<file path="src/rtl/spi_rd.sv">
// Single-IO SPI byte read: LSB-first command byte out, then LSB-first data byte in. 42-cycle transfer.
// Requests are ignored while busy. RD_CMD_FORCE_READ_EN forces command bit 0 (read flag) to 1.
module spi_rd (
    input  logic       sys_clk,
    input  logic       rst,
    input  logic       rd_start_flag,
    input  logic [7:0] control_data,
    input  logic       rd_data_in,
    output logic       inout_en,
    output logic       sclk,
    output logic       wr_data,
    output logic       ce,
    output logic       now_rd,
    output logic [7:0] reg_data,
    output logic       rd_done
);

    typedef enum logic [1:0] {
        IDLE = 2'd0,
        CMD  = 2'd1,
        DATA = 2'd2,
        HOLD = 2'd3
    } state_t;

    state_t     state_q;
    logic [5:0] cnt_q, cnt_d;
    logic [7:0] cmd_q, cmd_d;
    logic [7:0] shift_q;
    logic [7:0] reg_data_q;
    logic       sclk_q, wr_data_q, ce_q, ce_dly_q, now_rd_q, rd_done_q;
    logic [2:0] bit_idx;
    logic       wr_slot, rd_slot, sclk_win;

`ifdef RD_CMD_FORCE_READ_EN
    assign cmd_d = {control_data[7:1], 1'b1};
`else
    assign cmd_d = control_data;
`endif

    assign cnt_d = (state_q == IDLE || (state_q == HOLD && cnt_q == 6'd41)) ? 6'd0 : cnt_q + 6'd1;

    // Command slots (cnt 6,8..20) and sample slots (cnt 23,25..37) share one index formula.
    assign bit_idx  = cnt_q[3:1] - 3'd3;
    assign wr_slot  = !cnt_q[0] && cnt_q >= 6'd6  && cnt_q <= 6'd20;
    assign rd_slot  =  cnt_q[0] && cnt_q >= 6'd23 && cnt_q <= 6'd37;
    assign sclk_win = cnt_q >= 6'd7 && cnt_q <= 6'd36;

    always_ff @(posedge sys_clk or negedge rst) begin
        if (!rst) begin
            state_q    <= IDLE;
            cnt_q      <= 6'd0;
            cmd_q      <= 8'h00;
            shift_q    <= 8'h00;
            reg_data_q <= 8'h00;
            sclk_q     <= 1'b0;
            wr_data_q  <= 1'b0;
            ce_q       <= 1'b0;
            ce_dly_q   <= 1'b0;
            now_rd_q   <= 1'b0;
            rd_done_q  <= 1'b0;
        end else begin
            cnt_q <= cnt_d;
            case (state_q)
                IDLE: begin
                    now_rd_q <= rd_start_flag;
                    if (rd_start_flag) begin
                        state_q <= CMD;
                        cmd_q   <= cmd_d;
                    end
                end
                CMD:     if (cnt_q == 6'd22) state_q <= DATA;
                DATA:    if (cnt_q == 6'd38) state_q <= HOLD;
                HOLD:    if (cnt_q == 6'd41) state_q <= IDLE;
                default: state_q <= IDLE;
            endcase

            ce_q      <= (state_q != IDLE);
            ce_dly_q  <= ce_q;
            rd_done_q <= ce_dly_q && !ce_q;
            sclk_q    <= sclk_win ? !sclk_q : 1'b0;

            if (cnt_q == 6'd22)
                wr_data_q <= 1'b0;
            else if (wr_slot)
                wr_data_q <= cmd_q[bit_idx];

            if (rd_slot)
                shift_q[bit_idx] <= rd_data_in;
            if (cnt_q == 6'd38)
                reg_data_q <= shift_q;
        end
    end

    assign inout_en = cnt_q >= 6'd4 && cnt_q <= 6'd22;
    assign sclk     = sclk_q;
    assign wr_data  = wr_data_q;
    assign ce       = ce_q;
    assign now_rd   = now_rd_q;
    assign reg_data = reg_data_q;
    assign rd_done  = rd_done_q;

endmodule

</file>
<file path="config.mk">
export PLATFORM = sky130hd
export DESIGN_NAME = spi_rd
export DESIGN_NICKNAME = d
export VERILOG_FILES = /design/src/rtl/spi_rd.sv
export SDC_FILE = /design/constraint.sdc
export NUM_CORES = 1
export LEC_CHECK = 0
export CAP_MARGIN = 25
export CORE_AREA = 5 5 72 68
export CTS_CLUSTER_DIAMETER = 120
export DETAILED_ROUTE_END_ITERATION = 8
export DIE_AREA = 0 0 77 73
export GPL_ROUTABILITY_DRIVEN = 0
export PLACE_DENSITY = 0.73
export SLEW_MARGIN = 10
export SYNTH_ARGS = -nofsm -noshare
export SYNTH_HDL_FRONTEND = slang
export SYNTH_SLANG_ARGS = --single-unit
</file>
<file path="constraint.sdc">
create_clock -name sys_clk -period 1.9 [get_ports sys_clk]
set_input_delay 0.19 -clock sys_clk [delete_from_list [all_inputs] [get_ports sys_clk]]
set_output_delay 0.19 -clock sys_clk [all_outputs]
set_load 0.01 [all_outputs]
</file>
==> results.toml, run 1 <==
[sta]
fin_setup_tns_ns = -0.148
fmax_mhz = 512
rsz0062_at_grt = "true"
finalMaxSlewViolations = 0
hold_ws_ns = 0.316
fin_crit_sh = 1.03
hold_viol = 0
tightestPinTransition_ns = 0.514
setup_viol = 6
layout_setup_ws_ns = -0.0540
fin_crit_ns = 1.95
max-slew-margin-rel = 0.648
finalClockSkew_ns = 0.00463

[finish]
regArea_sq_um = 953
num-nets-final = 231
drive_gt1_frac = 0.362
syn_to_final_growth_pct = 36.1
multi_input_area_sq_um = 986
final_util = 0.619
fillers = 315
n_antenna_cell = 0

[logic_synthesis]
yosys-top-cells-count = "dfrtp_1 (38), nor2_1 (19), mux2_2 (17), ha_1 (10), inv_1 (10)"
synth_nets = 182
yosysMostFrequentCell = "dfrtp_1"
syn_area_per_cell_sq_um = 11.9
ys_ff_latch = 38
postSynthCellCount = 160
synth_flop_cell = "dfrtp_1"
synth_cell_types = 40
yosys.area.top_type = "dfrtp_1"
async_flop_share = 1.00
synth_edf_count = 0
ys_seq_area_frac = 0.501
synth_top_area_frac = 0.501
synth.cell_area_sq_mm = 0.00190
synth_area_leaders = "dfrtp_1 (50%), mux2_2 (10%), ha_1 (6.6%)"
synth_warnings = 0

[drt]
vias_per_cell = 5.28
drc_errors = 0
avgRoutedWirePerCell_microns = 16.1
firstDrtPassIters = 4
ant_nets = 0
vias = 1373
drt_iter0_markers = 78
drt_wl_total_mm = 4.18

[run_status]
status = "complete, but fails checks"
violations = "setup timing"

[global_routing]
grt_pass1_wl_mm = 7.25
antenna_found_initial = 0
track_usage = 0.163
grt_pass1_vias = 1495
overflow = 0
grt_max_degree = 39

[placement]
post-dp-hpwl_mm = 2.86
io_buffers = 25

[die]
num_io_pins = 26
die_h_microns = 73
rows = 23
die_area_sq_mm = 0.00562
design.core.area_sq_mm = 0.00417
start_util = 0.455
die_w_microns = 77

[critical_path]
endpoint_kind = "flip-flop"
crit_chain = "ha_4, buf_6, buf_6, xnor2_4, mux4_2, nor2_4, o2bb2ai_2"
required_ns = 2.08
crit_arrival_ns = 2.13
slowest_stage = "mux4_2"
critical_path_class = "flip-flop to flip-flop"
startpoint_type = "flip-flop"
crit_top_cell = "buf_6"
slowest_delay_ns = 0.56
cp_max_fo = 4

[pwr]
ir_drop_mv = 0.504
p_leak_uw = 0.00117
p_per_area_mw_per_mm2 = 1380

[clocking]
clk_pin_slew_ns = 0.07
clk-insertion-delay-late_ns = 0.29
cts-buffers-inserted = 5
clock_sinks = 38
h-tree-depth = 2
postCtsHoldBufs = 0
cts_max_path_buffers = 2
cts_tree = "done"
cts_root_buf = "clkbuf_8"

[job]
max_cap_violations = 0

[hold_path]
holdCritPathClass = "input pin to async pin"
-- area by class of cell --
cell class	count	area share
Clock buffer	5	0.0267
Clock inverter	3	0.0155
Inverter	10	0.0145
Multi-Input combinational cell	106	0.382
Sequential cell	38	0.369
Tap cell	50	0.0242
Timing Repair Buffer	48	0.168
-- cells in the final DEF, fill, tap and decap left out, drive strengths merged, types with 2 or more instances in the layout --
master	instances
a211oi	2
a21oi	3
a221oi	2
buf	24
clkbuf	5
clkdlybuf4s50	24
clkinv	2
dfrtp	38
ha	10
inv	10
mux2	25
nand2	8
nand2b	3
nand3	3
nand4	2
nor2	19
nor3	6
o21ai	5
xnor2	2
xor2	3
-- per-stage QoR --
| step | instance area, sq um | power (uW) | setup slack (ns) | std cells |
|---|---|---|---|---|
| finish | 2580 | 3570 | -0.0540 | 260 |
| detailed placement | 2270 | 2540 | -0.0722 | 243 |
| CTS | 2510 | 3450 | -0.0238 | 259 |
| global route | 2580 | 3810 | -0.137 | 260 |
| floorplan | 1900 | 2020 | 0.0292 | 160 |
| global placement | 2270 | 2460 | -0.0191 | 243 |
-- metal layers --
metal,global-route usage,share of wire,up-vias
met5,0,0,-
met4,0.0344,0.012,0
met3,0.0531,0.043,7
met2,0.288,0.52,32
met1,0.197,0.42,681
li1,-,-,653
-- cells by family (layout without fill, tap and decap cells) --
group	after synthesis	count (layout)	synth area share
AND/OR/NAND/NOR	46	46	0.125
flip-flops	38	38	0.501
multiplexers	26	26	0.160
AO/OA/AOI/OAI	19	19	0.0772
buffers and inverters	16	66	0.0429
adder cells (fa/ha/maj)	10	10	0.0660
XOR/XNOR	5	5	0.0271
-- critical path: cells and delay by family, from the launching register on --
family	cells	cell delay [ns]
muxes	1	0.56
DFF	1	0.45
AOI/OAI and AO/OA	1	0.05
and+or+nand+nor	1	0.12
xor gates and xnor gates	1	0.23
adders and majority gates	1	0.18
buffers and inverters	2	0.24
-- timing repair --
action,CTS,global route
setup endpoints to repair,11,12
pin swaps,2,4
gates resized for setup,18,15
setup buffers,8,1
-- flip-flops by register name, indices dropped and copies added (netlist names) --
name and flops:
rd_done 1, wr_data 1, ce_dly_q 1, reg_data 8
shift_q 8, ce 1, cnt_q 6, cmd_q 8
state_q 2, now_rd 1, sclk 1
-- worst paths after layout --
| check | depth (start not counted) | slack [ns] | to | start |
|---|---|---|---|---|
| setup / recovery | 7 | -0.05 | wr_data | cnt_q[2] |
| hold / removal | 2 | 0.32 | cnt_q[4] | rst |
| setup reg to reg | 7 | -0.05 | wr_data | cnt_q[2] |
| hold reg to reg | 1 | 0.44 | sclk | sclk |
| max in group asynchronous | 2 | 1.22 | cnt_q[2] | rst |
| min in group sys_clk | 1 | 0.44 | sclk | sclk |
-- power by group --
group	total (uW)	switching, uW	internal [uW]	leakage (uW)
Sequential	1170	155	1020	0.000491
Clock	659	273	386	0.0000579
Combinational	1730	837	896	0.000626
Total	3570	1270	2300	0.00117
Note: power is estimated with default switching activity, not from simulation.
==> run 2: changes to the inputs <==
Settings changed: CTS_BUF_LIST from default to sky130_fd_sc_hd__clkbuf_8 sky130_fd_sc_hd__clkbuf_16.
==> results of run 2 <==
The final DEF is identical to that of run 1; final timing and power are the same.
